**config.mk**
```make
export PLATFORM = sky130hd
export DESIGN_NAME = gray_ptr_rd_ctrl
export DESIGN_NICKNAME = d
export VERILOG_FILES = /design/src/rtl/fifo_ptr_pkg.sv /design/src/rtl/binary_to_gray.sv /design/src/rtl/gray_to_binary.sv /design/src/rtl/gray_ptr_rd_ctrl.sv
export SDC_FILE = /design/constraint.sdc
export NUM_CORES = 1
export LEC_CHECK = 0
export ABC_AREA = 1
export CORE_MARGIN = 2
export CORE_UTILIZATION = 45
export DETAILED_ROUTE_END_ITERATION = 6
export HOLD_SLACK_MARGIN = 0.02
export PLACE_DENSITY = 0.73
export SLEW_MARGIN = 15
export SYNTH_ARGS = -nofsm -noshare
export SYNTH_HDL_FRONTEND = slang
export SYNTH_SLANG_ARGS = --single-unit
```
**constraint.sdc**
```tcl
create_clock -name clk -period 4.9 [get_ports clk]
set_input_delay 0.49 -clock clk [delete_from_list [all_inputs] [get_ports clk]]
set_output_delay 0.49 -clock clk [all_outputs]
set_load 0.05 [all_outputs]
```
**src/rtl/fifo_ptr_pkg.sv**
```systemverilog
// -----------------------------------------------------------------------------
// fifo_ptr_pkg
// Shared pointer helpers for the dual-clock FIFO pointer controllers.
//   PTR_W    : default pointer width (wrap bit included), depth = 2^(PTR_W-1)
//   MAX_W    : widest pointer the conversion helpers can handle
//   bin2gray : binary -> Gray conversion, restricted to the low 'width' bits
//   gray2bin : Gray -> binary conversion, restricted to the low 'width' bits
// -----------------------------------------------------------------------------
package fifo_ptr_pkg;

    localparam int PTR_W = 4;
    localparam int MAX_W = 32;

    // Mask selecting the low 'width' bits of a MAX_W-wide vector.
    function automatic logic [MAX_W-1:0] width_mask(input int width);
        logic [MAX_W-1:0] mask;
        if (width >= MAX_W) begin
            mask = '1;
        end else begin
            mask = (MAX_W'(1) << width) - MAX_W'(1);
        end
        return mask;
    endfunction

    function automatic logic [MAX_W-1:0] bin2gray(input logic [MAX_W-1:0] bin,
                                                  input int               width);
        logic [MAX_W-1:0] b;
        b = bin & width_mask(width);
        return b ^ (b >> 1);
    endfunction

    // Each binary bit is the XOR of all Gray bits at and above it.
    function automatic logic [MAX_W-1:0] gray2bin(input logic [MAX_W-1:0] gray,
                                                  input int               width);
        logic [MAX_W-1:0] b;
        logic             acc;
        acc = 1'b0;
        b   = '0;
        for (int i = MAX_W - 1; i >= 0; i--) begin
            if (i < width) begin
                acc  = acc ^ gray[i];
                b[i] = acc;
            end else begin
                b[i] = 1'b0;
            end
        end
        return b;
    endfunction

endpackage

```
**src/rtl/binary_to_gray.sv**
```systemverilog
// -----------------------------------------------------------------------------
// binary_to_gray
// Purely combinational binary-to-Gray encoder.
//   bin  : WIDTH-bit binary input
//   gray : WIDTH-bit Gray-coded output
// -----------------------------------------------------------------------------
module binary_to_gray
    import fifo_ptr_pkg::*;
#(
    parameter int WIDTH = PTR_W
) (
    input  logic [WIDTH-1:0] bin,
    output logic [WIDTH-1:0] gray
);

    assign gray = WIDTH'(bin2gray(MAX_W'(bin), WIDTH));

endmodule

```
**src/rtl/gray_to_binary.sv**
```systemverilog
// -----------------------------------------------------------------------------
// gray_to_binary
// Purely combinational Gray-to-binary decoder.
//   gray : WIDTH-bit Gray-coded input
//   bin  : WIDTH-bit binary output
// -----------------------------------------------------------------------------
module gray_to_binary
    import fifo_ptr_pkg::*;
#(
    parameter int WIDTH = PTR_W
) (
    input  logic [WIDTH-1:0] gray,
    output logic [WIDTH-1:0] bin
);

    assign bin = WIDTH'(gray2bin(MAX_W'(gray), WIDTH));

endmodule

```
**src/rtl/gray_ptr_rd_ctrl.sv**
```systemverilog
// -----------------------------------------------------------------------------
// gray_ptr_rd_ctrl
// Read-side pointer controller of the dual-clock FIFO. Brings the write-domain
// Gray pointer across into clk, keeps the read binary/Gray pointers and
// produces registered empty / almost-empty / fill-level / underflow status.
//   clk          : read-domain clock
//   rst          : asynchronous active-high reset
//   rd_en        : read request
//   wptr_gray    : write pointer (Gray), asynchronous to clk
//   rptr_gray    : registered read pointer (Gray) for the write domain
//   raddr        : memory read address, low n-1 bits of the binary read pointer
//   rd_ack       : read accepted this cycle (rd_en & ~empty)
//   empty        : registered empty flag
//   almost_empty : registered, fill level <= AE_THRESH
//   rd_count     : registered fill level 0..2^(n-1)
//   underflow    : one-cycle pulse after a read request while empty
// -----------------------------------------------------------------------------
module gray_ptr_rd_ctrl
    import fifo_ptr_pkg::*;
#(
    parameter int n           = PTR_W,
    parameter int SYNC_STAGES = 2,
    parameter int AE_THRESH   = 1
) (
    input  logic         clk,
    input  logic         rst,
    input  logic         rd_en,
    input  logic [n-1:0] wptr_gray,
    output logic [n-1:0] rptr_gray,
    output logic [n-2:0] raddr,
    output logic         rd_ack,
    output logic         empty,
    output logic         almost_empty,
    output logic [n-1:0] rd_count,
    output logic         underflow
);

    localparam logic [n-1:0] AE_LIMIT = n'(AE_THRESH);

    logic [n-1:0] wsync_s;
    logic [n-1:0] wbin_sync_s;
    logic [n-1:0] rbin_r;
    logic [n-1:0] rbin_next_s;
    logic [n-1:0] rgray_next_s;
    logic [n-1:0] rd_count_next_s;
    logic         empty_next_s;
    logic         almost_empty_next_s;

    // Plain flop chain: nothing may sit between stages so each stage only
    // ever samples a single-bit-changing Gray value.
    for (genvar g = 0; g < SYNC_STAGES; g++) begin : g_sync
        logic [n-1:0] q_r;
        logic [n-1:0] d_s;
        if (g == 0) begin : g_first
            assign d_s = wptr_gray;
        end else begin : g_next
            assign d_s = g_sync[g-1].q_r;
        end
        // Synchronizer stage register.
        always_ff @(posedge clk or posedge rst) begin
            if (rst) begin
                q_r <= '0;
            end else begin
                q_r <= d_s;
            end
        end
    end

    assign wsync_s = g_sync[SYNC_STAGES-1].q_r;

    gray_to_binary #(.WIDTH(n)) u_wptr_dec (
        .gray (wsync_s),
        .bin  (wbin_sync_s)
    );

    binary_to_gray #(.WIDTH(n)) u_rptr_enc (
        .bin  (rbin_next_s),
        .gray (rgray_next_s)
    );

    // Reads are gated by the registered empty, so status can only lag writes.
    assign rd_ack = rd_en & ~empty;
    assign raddr  = rbin_r[n-2:0];

    // Next-state status from the advanced read pointer and the synced write pointer.
    always_comb begin
        rbin_next_s         = rbin_r + {{(n-1){1'b0}}, rd_ack};
        rd_count_next_s     = wbin_sync_s - rbin_next_s;
        empty_next_s        = (rgray_next_s == wsync_s);
        almost_empty_next_s = (rd_count_next_s <= AE_LIMIT);
    end

    // Read pointer and status registers.
    always_ff @(posedge clk or posedge rst) begin
        if (rst) begin
            rbin_r       <= '0;
            rptr_gray    <= '0;
            empty        <= 1'b1;
            almost_empty <= 1'b1;
            rd_count     <= '0;
            underflow    <= 1'b0;
        end else begin
            rbin_r       <= rbin_next_s;
            rptr_gray    <= rgray_next_s;
            empty        <= empty_next_s;
            almost_empty <= almost_empty_next_s;
            rd_count     <= rd_count_next_s;
            underflow    <= rd_en & empty;
        end
    end

endmodule

```
==> metrics.md, run 1 <==
| Metric | Value |
|---|---|
| DRT iter0 DRCs | `16` |
| Clock sink count | `22` |
| Die W | `between 50 and 60 um` |
| Ant. Diodes | `0` |
| # Post-CTS Setup Buffers | `0` |
| MaxCap Viol Count | `0` |
| First-pass GRT wire length | `2.60 mm` |
| Worst Max-Slew Pin Slew | `0.777 ns` |
| Reg-to-reg critical path endpoint | `almost_empty` |
| Synth Area in Simple Gates | `0.211` |
| Die ar. | `between 0.002 and 0.003 mm2` |
| Syn Std Cell Area | `961 um2` |
| # resized after CTS | `0` |
| Hold Path Class | `reg -> reg` |
| Clk pin slew, worst setup/hold paths | `roughly 0.11 ns` |
| Largest net degree at the start of global routing | `23` |
| Final Skew | `0.00237 ns` |
| Worst Path Buf+Inv | `5` |
| Final WL | `1.42 mm` |
| Mean Syn Cell Area | `10.8 um2` |
| Area growth syn-to-layout | `27.7%` |
| Vias in the first global route | `661` |
| Largest family of logic cells by synthesized area | `simple AND/OR/NAND/NOR gates` |
| Mux contribution to synthesized area | `0` |
| Met3 wire length | `70 um` |
| Starting Density | `0.485` |
| Hold Fails Final Rpt | `0` |
| Status | `complete, no violations` |
| Kind of critical path | `in -> reg` |
| Hold Buf Count CTS | `0` |
| Area taken by flip-flops and latches | `553 um2` |
| Setup ws final | `2.43 ns` |
| R2r setup slk | `2.57 ns` |
| Share of cells above drive strength 1 | `0.177` |
| Post-layout instance area | `0.00123 mm2` |
| Wire per inst | `about 10 um` |
| Initial antenna violation count | `0` |
| Post-Syn Nets | `101` |
| Row count | `16` |
| CTS root buf | `clkbuf_4` |
| Adder-Cell Fraction of Synth Area | `0.0651` |
| Global-route usage over all layers | `0.140` |
| Post-DP HPWL | `1.10 mm` |
| Worst path top cell family by delay | `simple AND/OR/NAND/NOR gates` |
| Dpl ws | `between 2 and 2.5 ns` |
| Core area | `approximately 0.0020 mm2` |
| Die height | `50.2 um` |
| Routed vias/inst | `4.60` |
| Max clock buf depth | `2` |
| CTS Buf Count | `3` |
| Worst-case reg-to-reg path depth | `14` |
| Distinct cells, synth | `17` |
| CP Capture Type | `flip-flop` |
| PortBufs | `21` |
| DRC | `0` |
| WP data arrival | `2.72 ns` |
| Worst hold endpoint | `g_sync[1].q_r[0]` |
| Worst-path maximum fanout | `5` |
| Minimum clock period | `2.47 ns` |
| Via Count | `644` |
| H-tree levels | `1` |
| GP Congestion | `between 0.7 and 0.8` |
| XOR/XNOR Fraction of Synth Area | `0.0859` |
| Worst slew margin | `0.481` |
| Met2 wire length | `733 um` |
| Area post-placement | `0.00120 mm2` |
| Setup TNS | `0 ns` |
| Utilization of the core after routing | `0.619` |
| Reg-to-reg startpoint | `empty` |
| CP cell instances | `clkdlybuf4s50_1, inv_1, nor2_1, ha_1, ha_1, inv_1, nand3_2, nand2_1, inv_1, ha_1, inv_1, nand2_2, nand2_2, nand2_2, or2_0, nor2_1` |
| Syn Inst Count | `89` |
| ANT nets after route | `0` |
| Multi-input gate area | `348 um2` |
| Final period util | `0.504` |
| TritonRoute pass-1 iters | `4` |
| Seq/Total Area, Yosys | `0.576` |
| Ports | `22` |
| Fillers | `154` |
| Synth Area in Compound Gates | `0` |
| Critical Path RT | `slightly above 5 ns` |
| CTS tree | `built` |
| DRT met1 WL | `578 um` |
| Remaining Overflow, GRT | `0` |
| Worst hold start | `g_sync[0].q_r[0]` |
| Fmax | `405 MHz` |
| Final setup vio count | `0` |
| Yosys warns | `0` |
| Skew-Pair Late Insertion Delay | `0.31 ns` |
| Crit path max-delay cell type | `clkdlybuf4s50_1` |
| # nets final | `127` |
| Slew Viols, Final | `0` |
| Delay of the slowest cell on the worst path | `~0.48 ns` |
| RSZ-0062 raised after global routing | `false` |
| CP dominant cell by count | `inv_1` |
| Top Layer Used | `met4` |
| CP startpoint kind | `input port` |
| Synth Register Bits | `22` |
| Worst Hold Path Cells | `0` |
==> worst max path at each step <==
stage	from	end	slack [ns]	cells past startpoint
6_report	rd_en	almost_empty	2.43	16
5_1_grt	rd_en	almost_empty	2.29	16
4_1_cts	rd_en	almost_empty	2.41	16
3_5_place_dp	rd_en	almost_empty	2.12	16
3_3_place_gp	rd_en	almost_empty	2.17	16
2_1_floorplan	rd_en	almost_empty	2.06	15
==> cells by family (layout without fill, tap and decap cells) <==
logic type    count (synthesis)  after routing
xor+xnor                      7              7
fa+ha+maj                     5              5
buf+inv                      16             40
flops                        22             22
simple gates                 39             39
==> placed cells by master, fill, tap and decap left out, drive strengths merged, types with 3 or more instances in the layout <==
cell type,n
clkbuf,3
clkdlybuf4s50,21
dfrtp,20
ha,5
inv,16
nand2,22
nand3,9
nor2,6
xor2,5
==> cells in the mapped netlist <==
cell	n	share of area
or2_4	1	0.0091
xor2_2	1	0.017
xnor2_1	1	0.0091
nand2_2	6	0.039
xor2_1	4	0.036
inv_2	3	0.012
inv_1	13	0.051
dfrtp_1	20	0.52
dfstp_2	2	0.055
nand3_1	6	0.031
ha_1	5	0.065
or2_0	1	0.0065
nand3_2	3	0.031
nand2_4	1	0.012
xnor3_1	1	0.023
nor2_1	6	0.023
nand2_1	15	0.059
==> cell type report <==
type / instances / share of cell area
clock buffer: 3 / 0.0183
inverter: 16 / 0.0489
multi-input combinational: 51 / 0.283
sequential: 22 / 0.451
tap: 27 / 0.0275
timing repair buffer: 21 / 0.171
==> state kept, by name, summed over array words and instances, names as in the netlist <==
| name | flops |
|---|---|
| almost_empty | 1 |
| empty | 1 |
| g_sync.q_r | 8 |
| rbin_r | 4 |
| rd_count | 4 |
| rptr_gray | 3 |
| underflow | 1 |
==> metrics by stage <==
step	std cells	hold slack (ns)
global placement	137	0.333
finish	140	0.360
CTS	140	0.364
detailed placement	137	0.338
floorplan	89	0.331
global route	140	0.380
==> routing by layer <==
layer  global-route usage  up-vias
li1                     -      319
met1                0.145      296
met2                0.263       24
met3               0.0179        5
met4               0.0833        0
met5                    0        -
Power of run 1 is not shown: default switching activity piles up to over one toggle a cycle in this logic, so the estimate is an artifact.
==> inputs of run 2 (changes only) <==
==> constraint.sdc (replaced) <==
create_clock -name clk -period 2.45 [get_ports clk]
set_input_delay 0.245 -clock clk [delete_from_list [all_inputs] [get_ports clk]]
set_output_delay 0.245 -clock clk [all_outputs]
set_load 0.05 [all_outputs]
==> metrics.md, run 2 (synthesis results as in run 1) <==
| Metric | Value |
|---|---|
| Status | `complete, no violations` |
| Sequential power share | `0.268` |
| Switching Share | `0.448` |
| # Post-CTS Setup Buffers | `0 (unchanged)` |
| Comb pwr share | `0.594` |
| Skew-Pair Late Insertion Delay | `0.31 ns (about the same)` |
| Fmax | `469 MHz` |
| Kind of critical path | `reg -> reg` |
| DRT iter0 DRCs | `2 (-14)` |
| Row count | `16 (unchanged)` |
| Clk pin slew, worst setup/hold paths | `0.12 ns (about the same)` |
| Wire per inst | `9.55 um (-6.0%)` |
| Vias in the first global route | `653 (-1.2%)` |
| CTS root buf | `clkbuf_4` |
| Clock share of power | `0.138` |
| CTS Buf Count | `3 (unchanged)` |
| TritonRoute pass-1 iters | `4 (unchanged)` |
| PortBufs | `21 (unchanged)` |
| Ports | `22 (unchanged)` |
| P_sw | `0.889 mW` |
| CP startpoint kind | `flip-flop` |
| Final period util | `0.869` |
| Hold Buf Count CTS | `0 (unchanged)` |
| Share of cells above drive strength 1 | `0.216 (+0.0385)` |
| Final WL | `1.37 mm (-3.9%)` |
| Die ar. | `0.00252 mm2 (unchanged)` |
| Top reg by flops | `g_sync.q_r` |
| Global-route usage over all layers | `0.134 (-0.00563)` |
| CTS tree | `built` |
| First-pass GRT wire length | `2.51 mm (-3.5%)` |
| Finished Layout Cells | `143 (+2.1%)` |
| Clock sink count | `22 (unchanged)` |
| Leakage | `around 0.64 nW` |
| # resized after CTS | `0 (unchanged)` |
| Critical Path RT | `2.70 ns (-2.45 ns)` |
| Peak ir drop on the vdd network | `approximately 0.87 mV` |
| ANT nets after route | `0 (unchanged)` |
| Routed vias/inst | `4.48 (-2.7%)` |
| Starting Density | `0.485 (unchanged)` |
| Post-DP HPWL | `1.12 mm (+1.6%)` |
| Minimum clock period | `2.13 ns` |
| Commonest non-fill, non-tap cell in the layout | `clkdlybuf4s50_1` |
| Core area | `0.00198 mm2 (unchanged)` |
| Final Skew | `0.00624 ns (+0.00387 ns)` |
| Most frequent cells in the layout | `clkdlybuf4s50_1 (21), dfrtp_1 (20), nand2_1 (15)` |
| DRC | `0 (unchanged)` |
| Final setup vio count | `0 (unchanged)` |
| Hold Path Class | `in -> async` |
| Initial antenna violation count | `0 (unchanged)` |
| Die W | `50.2 um (unchanged)` |
| Worst-path maximum fanout | `5 (unchanged)` |
| Max clock buf depth | `2 (unchanged)` |
| Ant. Diodes | `0 (unchanged)` |
| Largest regs | `g_sync.q_r (8), rbin_r (4), rd_count (4)` |
| MaxCap Viol Count | `0 (unchanged)` |
| Placed Cells incl. Taps | `139 (+1.5%)` |
| Worst slew margin | `0.483 (+0.00170)` |
| RSZ-0062 raised after global routing | `false` |
| CP Capture Type | `flip-flop` |
| Area growth syn-to-layout | `34.5%` |
| Via Count | `640 (-0.62%)` |
| Hold Fails Final Rpt | `0 (unchanged)` |
| Internal power | `1.10 mW` |
| WP data arrival | `2.38 ns (-0.34 ns)` |
| Fillers | `158 (+2.6%)` |
| # nets final | `129 (+1.6%)` |
| Remaining Overflow, GRT | `0 (unchanged)` |
| Largest net degree at the start of global routing | `23 (unchanged)` |
| Setup TNS | `0 ns (unchanged)` |
| H-tree levels | `1 (unchanged)` |
| Worst Max-Slew Pin Slew | `0.774 ns (-0.00255 ns)` |
| GP Congestion | `0.717 (+0.25%)` |
| Die height | `50.2 um (unchanged)` |
| Slew Viols, Final | `0 (unchanged)` |
| Max reg flops | `8 (unchanged)` |
| Pwr Density | `1540 mW/mm2` |
==> run 2: cell types whose count changed in the layout (fill, tap and decap cells not counted) <==
cell       previous run  this run
buf_4                 0         2
bufinv_16             0         1
ha_1                  5         4
ha_4                  0         1
nor2_1                6         5
nor2_4                0         1
==> run 2: cell type report <==
type	count	area, um2	area share
well taps	27	33.8	0.0261
inverters	16	60.1	0.0465
clock buffers	3	22.5	0.0174
clock inverters	1	30.0	0.0232
flip-flops and latches	22	553	0.428
multi-input cells	51	368	0.285
repair buffers	23	225	0.174
==> run 2: per-layer routing <==
metal	GRT usage	share of wire	vias up
li1	-	-	325
met1	0.148	0.42	294
met2	0.241	0.51	16
met3	0.0268	0.045	5
met4	0.0694	0.024	0
met5	0	0	-
==> run 2: worst paths after layout <==
| check | to | startpoint | slack (ns) | cells past startpoint |
|---|---|---|---|---|
| max | almost_empty | empty | 0.32 | 14 |
| min | rd_count[0] | rst | 0.36 | 2 |
| max reg2reg | almost_empty | empty | 0.32 | 14 |
| min reg2reg | g_sync[1].q_r[3] | g_sync[0].q_r[3] | 0.36 | 0 |
| max in group asynchronous | rd_count[2] | rst | 1.61 | 2 |
| min in group clk | g_sync[0].q_r[2] | wptr_gray[2] | 0.36 | 1 |
==> run 2: metrics by stage <==
stage	instance area [um2]	total power, mW	setup WS, ns	utilization	hold slack (ns)
after floorplan	981	1.41	0.0886	-	0.233
after global placement	1240	1.71	0.122	0.626	0.335
after detailed placement	1240	1.74	0.0465	0.626	0.339
after CTS	1290	2.01	0.294	0.652	0.348
after global routing	1290	2.13	0.114	0.652	0.334
final	1290	1.99	0.320	0.652	0.355
==> run 2: worst max-delay path, cell delays in order, from the launching register on <==
cell and delay, ns:
dfstp_2 0.59, nor2_4 0.04, ha_1 0.21, ha_4 0.25, inv_1 0.07, nand3_2 0.08
nand2_1 0.07, inv_1 0.04, ha_1 0.18, inv_1 0.09, nand2_2 0.06, nand2_2 0.05
nand2_2 0.04, or2_0 0.19, nor2_1 0.11
==> run 2: power groups by stage <==
| stage | clock network (mW) | logic [mW] | registers (mW) |
|---|---|---|---|
| floorplan | 0 | 0.507 | 0.898 |
| global placement | 0 | 1.18 | 0.538 |
| detailed placement | 0 | 1.20 | 0.542 |
| CTS | 0.280 | 1.20 | 0.533 |
| global route | 0.297 | 1.29 | 0.547 |
| finish | 0.274 | 1.18 | 0.532 |
Power figures use the tool's default switching activity.
==> inputs of run 3 (changes only) <==
--- a/config.mk
+++ b/config.mk
@@ -6,7 +6,7 @@
 export NUM_CORES = 1
 export LEC_CHECK = 0
 export ABC_AREA = 1
-export CORE_MARGIN = 2
+export CORE_MARGIN = 3
 export CORE_UTILIZATION = 45
 export DETAILED_ROUTE_END_ITERATION = 6
 export HOLD_SLACK_MARGIN = 0.02
==> metrics.md, run 3 (synthesis results as in run 1) <==
| Metric | Value |
|---|---|
| Top reg by flops | `g_sync.q_r` |
| Reg-to-reg startpoint | `empty` |
| Setup ws final | `0.344 ns (+0.0241 ns)` |
| Max clock buf depth | `2 (unchanged)` |
| DRT iter0 DRCs | `4 (+2)` |
| WP data arrival | `2.35 ns (-0.03 ns)` |
| Area growth syn-to-layout | `32.8%` |
| Critical Path RT | `2.70 ns (about the same)` |
| Area taken by flip-flops and latches | `553 um2 (unchanged)` |
| Fillers | `158 (unchanged)` |
| CTS tree | `built` |
| CTS Buf Count | `3 (unchanged)` |
| Sequential power share | `0.280 (+0.012)` |
| Minimum clock period | `2.11 ns (-0.0241 ns)` |
| Initial antenna violation count | `0 (unchanged)` |
| Core area | `0.00198 mm2 (unchanged)` |
| Clock sink count | `22 (unchanged)` |
| Setup TNS | `0 ns (unchanged)` |
| Vias in the first global route | `623 (-4.6%)` |
| R2r setup slk | `0.34 ns (+0.02 ns)` |
| Fmax | `475 MHz (+1.1%)` |
| Multi-input gate area | `368 um2 (unchanged)` |
| PortBufs | `21 (unchanged)` |
| Commonest non-fill, non-tap cell in the layout | `clkdlybuf4s50_1` |
| # Post-CTS Setup Buffers | `0 (unchanged)` |
| Hold Path Class | `in -> async` |
| Final period util | `0.860 (-0.00985)` |
| Routed vias/inst | `4.46 (-0.31%)` |
| Final setup vio count | `0 (unchanged)` |
| ANT nets after route | `0 (unchanged)` |
| # resized after CTS | `0 (unchanged)` |
| Reg-to-reg critical path endpoint | `almost_empty` |
| P_sw | `0.881 mW (-0.92%)` |
| Share of cells above drive strength 1 | `0.216 (unchanged)` |
| Starting Density | `0.485 (unchanged)` |
| MaxCap Viol Count | `0 (unchanged)` |
| CTS root buf | `clkbuf_4` |
| Hold Fails Final Rpt | `0 (unchanged)` |
| Die height | `52.2 um (+4.0%)` |
| Switching Share | `0.463 (+0.0152)` |
| Peak ir drop on the vdd network | `0.716 mV (-18%)` |
| First-pass GRT wire length | `2.57 mm (+2.5%)` |
| Kind of critical path | `reg -> reg` |
| Worst-case reg-to-reg path depth | `15 (+1)` |
| Die ar. | `0.00273 mm2 (+8.1%)` |
| Remaining Overflow, GRT | `0 (unchanged)` |
| Post-DP HPWL | `1.16 mm (+4.0%)` |
| Worst Max-Slew Pin Slew | `0.762 ns (-0.0126 ns)` |
| Largest net degree at the start of global routing | `23 (unchanged)` |
| Leakage | `0.632 nW (-1.1%)` |
| Status | `complete, no violations` |
| DRC | `0 (unchanged)` |
| Wire per inst | `9.74 um (+2.1%)` |
| CP startpoint kind | `flip-flop` |
| Clk pin slew, worst setup/hold paths | `0.11 ns (about the same)` |
| # nets final | `129 (unchanged)` |
| RSZ-0062 raised after global routing | `false` |
| Final WL | `1.39 mm (+2.1%)` |
| Final Skew | `0.00559 ns (-0.000643 ns)` |
| H-tree levels | `1 (unchanged)` |
| Dpl ws | `0.0541 ns (+0.00761 ns)` |
| Hold Slack | `0.360 ns (+0.00505 ns)` |
| Row count | `16 (unchanged)` |
| Worst-path maximum fanout | `3 (-2)` |
| GP Congestion | `0.773 (+7.8%)` |
| Utilization of the core after routing | `0.644 (-0.00821)` |
| Clock share of power | `0.100 (-0.038)` |
| TritonRoute pass-1 iters | `3 (-1)` |
| CP Capture Type | `flip-flop` |
| Die W | `52.2 um (+4.0%)` |
| Ports | `22 (unchanged)` |
| Largest regs | `g_sync.q_r (8), rbin_r (4), rd_count (4)` |
| Global-route usage over all layers | `0.133 (-0.00155)` |
| Worst slew margin | `0.492 (+0.00841)` |
| Max reg flops | `8 (unchanged)` |
| Most frequent cells in the layout | `clkdlybuf4s50_1 (21), dfrtp_1 (20), nand2_1 (15)` |
| Comb pwr share | `0.620 (+0.026)` |
| CP endpoint | `almost_empty` |
| Pwr Density | `1490 mW/mm2 (-3.0%)` |
| Ant. Diodes | `0 (unchanged)` |
| Hold Buf Count CTS | `0 (unchanged)` |
| Via Count | `638 (-0.31%)` |
| Slew Viols, Final | `0 (unchanged)` |
| Internal power | `1.02 mW (-6.8%)` |
| Setup crit start | `empty` |
| Skew-Pair Late Insertion Delay | `0.30 ns (about the same)` |
-- run 3: cell count changes in the layout (fill, tap and decap cells not counted) --
cell       delta
bufinv_16     -1
clkbuf_8      +1
-- run 3: layer usage --
layer | track usage | vias to the layer above | wire [um]
met1 | 0.153 | 294 | 552
li1 | - | 323 | -
met2 | 0.228 | 17 | 728
met4 | 0.0766 | 0 | 34
met3 | 0.0256 | 4 | 78
met5 | 0 | - | 0
-- run 3: critical path: stages, from the launching register on --
cell and delay (ns):
dfstp_2 0.58, nor2_4 0.04, ha_1 0.22, ha_4 0.17, inv_1 0.04, nand2_1 0.05
nand2_2 0.07, inv_1 0.05, ha_1 0.30, inv_1 0.11, nor2_1 0.05, nor2_1 0.11
nand2_1 0.06, nand2_1 0.05, nand2_1 0.06, nor2_1 0.09
-- run 3: how the worst min path moves through the flow --
stage	startpoint	endpoint	slack, ns
4_1_cts	wptr_gray[3]	g_sync[0].q_r[3]	0.35
5_1_grt	wptr_gray[2]	g_sync[0].q_r[2]	0.35
3_5_place_dp	g_sync[0].q_r[0]	g_sync[1].q_r[0]	0.34
3_3_place_gp	g_sync[0].q_r[0]	g_sync[1].q_r[0]	0.33
6_report	rst	g_sync[1].q_r[3]	0.36
2_1_floorplan	rst	g_sync[0].q_r[0]	0.23
-- run 3: power groups by stage --
stage | registers (mW) | clock network [mW] | logic [mW]
after floorplan | 0.898 | 0 | 0.507
after global placement | 0.537 | 0 | 1.17
after detailed placement | 0.541 | 0 | 1.20
after CTS | 0.533 | 0.202 | 1.20
after global routing | 0.549 | 0.217 | 1.30
final | 0.532 | 0.191 | 1.18
-- run 3: cell type report --
| type | instances | area share |
|---|---|---|
| inverter | 16 | 0.0471 |
| multi-input combinational | 51 | 0.288 |
| tap | 27 | 0.0265 |
| sequential | 22 | 0.433 |
| timing repair buffer | 23 | 0.176 |
| clock buffer | 4 | 0.0284 |
-- run 3: stage by stage --
step                      total power, mW  cell area (um2)  cells
final                                1.90             1280    143
after global routing                 2.07             1280    143
after CTS                            1.93             1280    143
after detailed placement             1.74             1240    139
after global placement               1.71             1240    139
after floorplan                      1.41              981     89
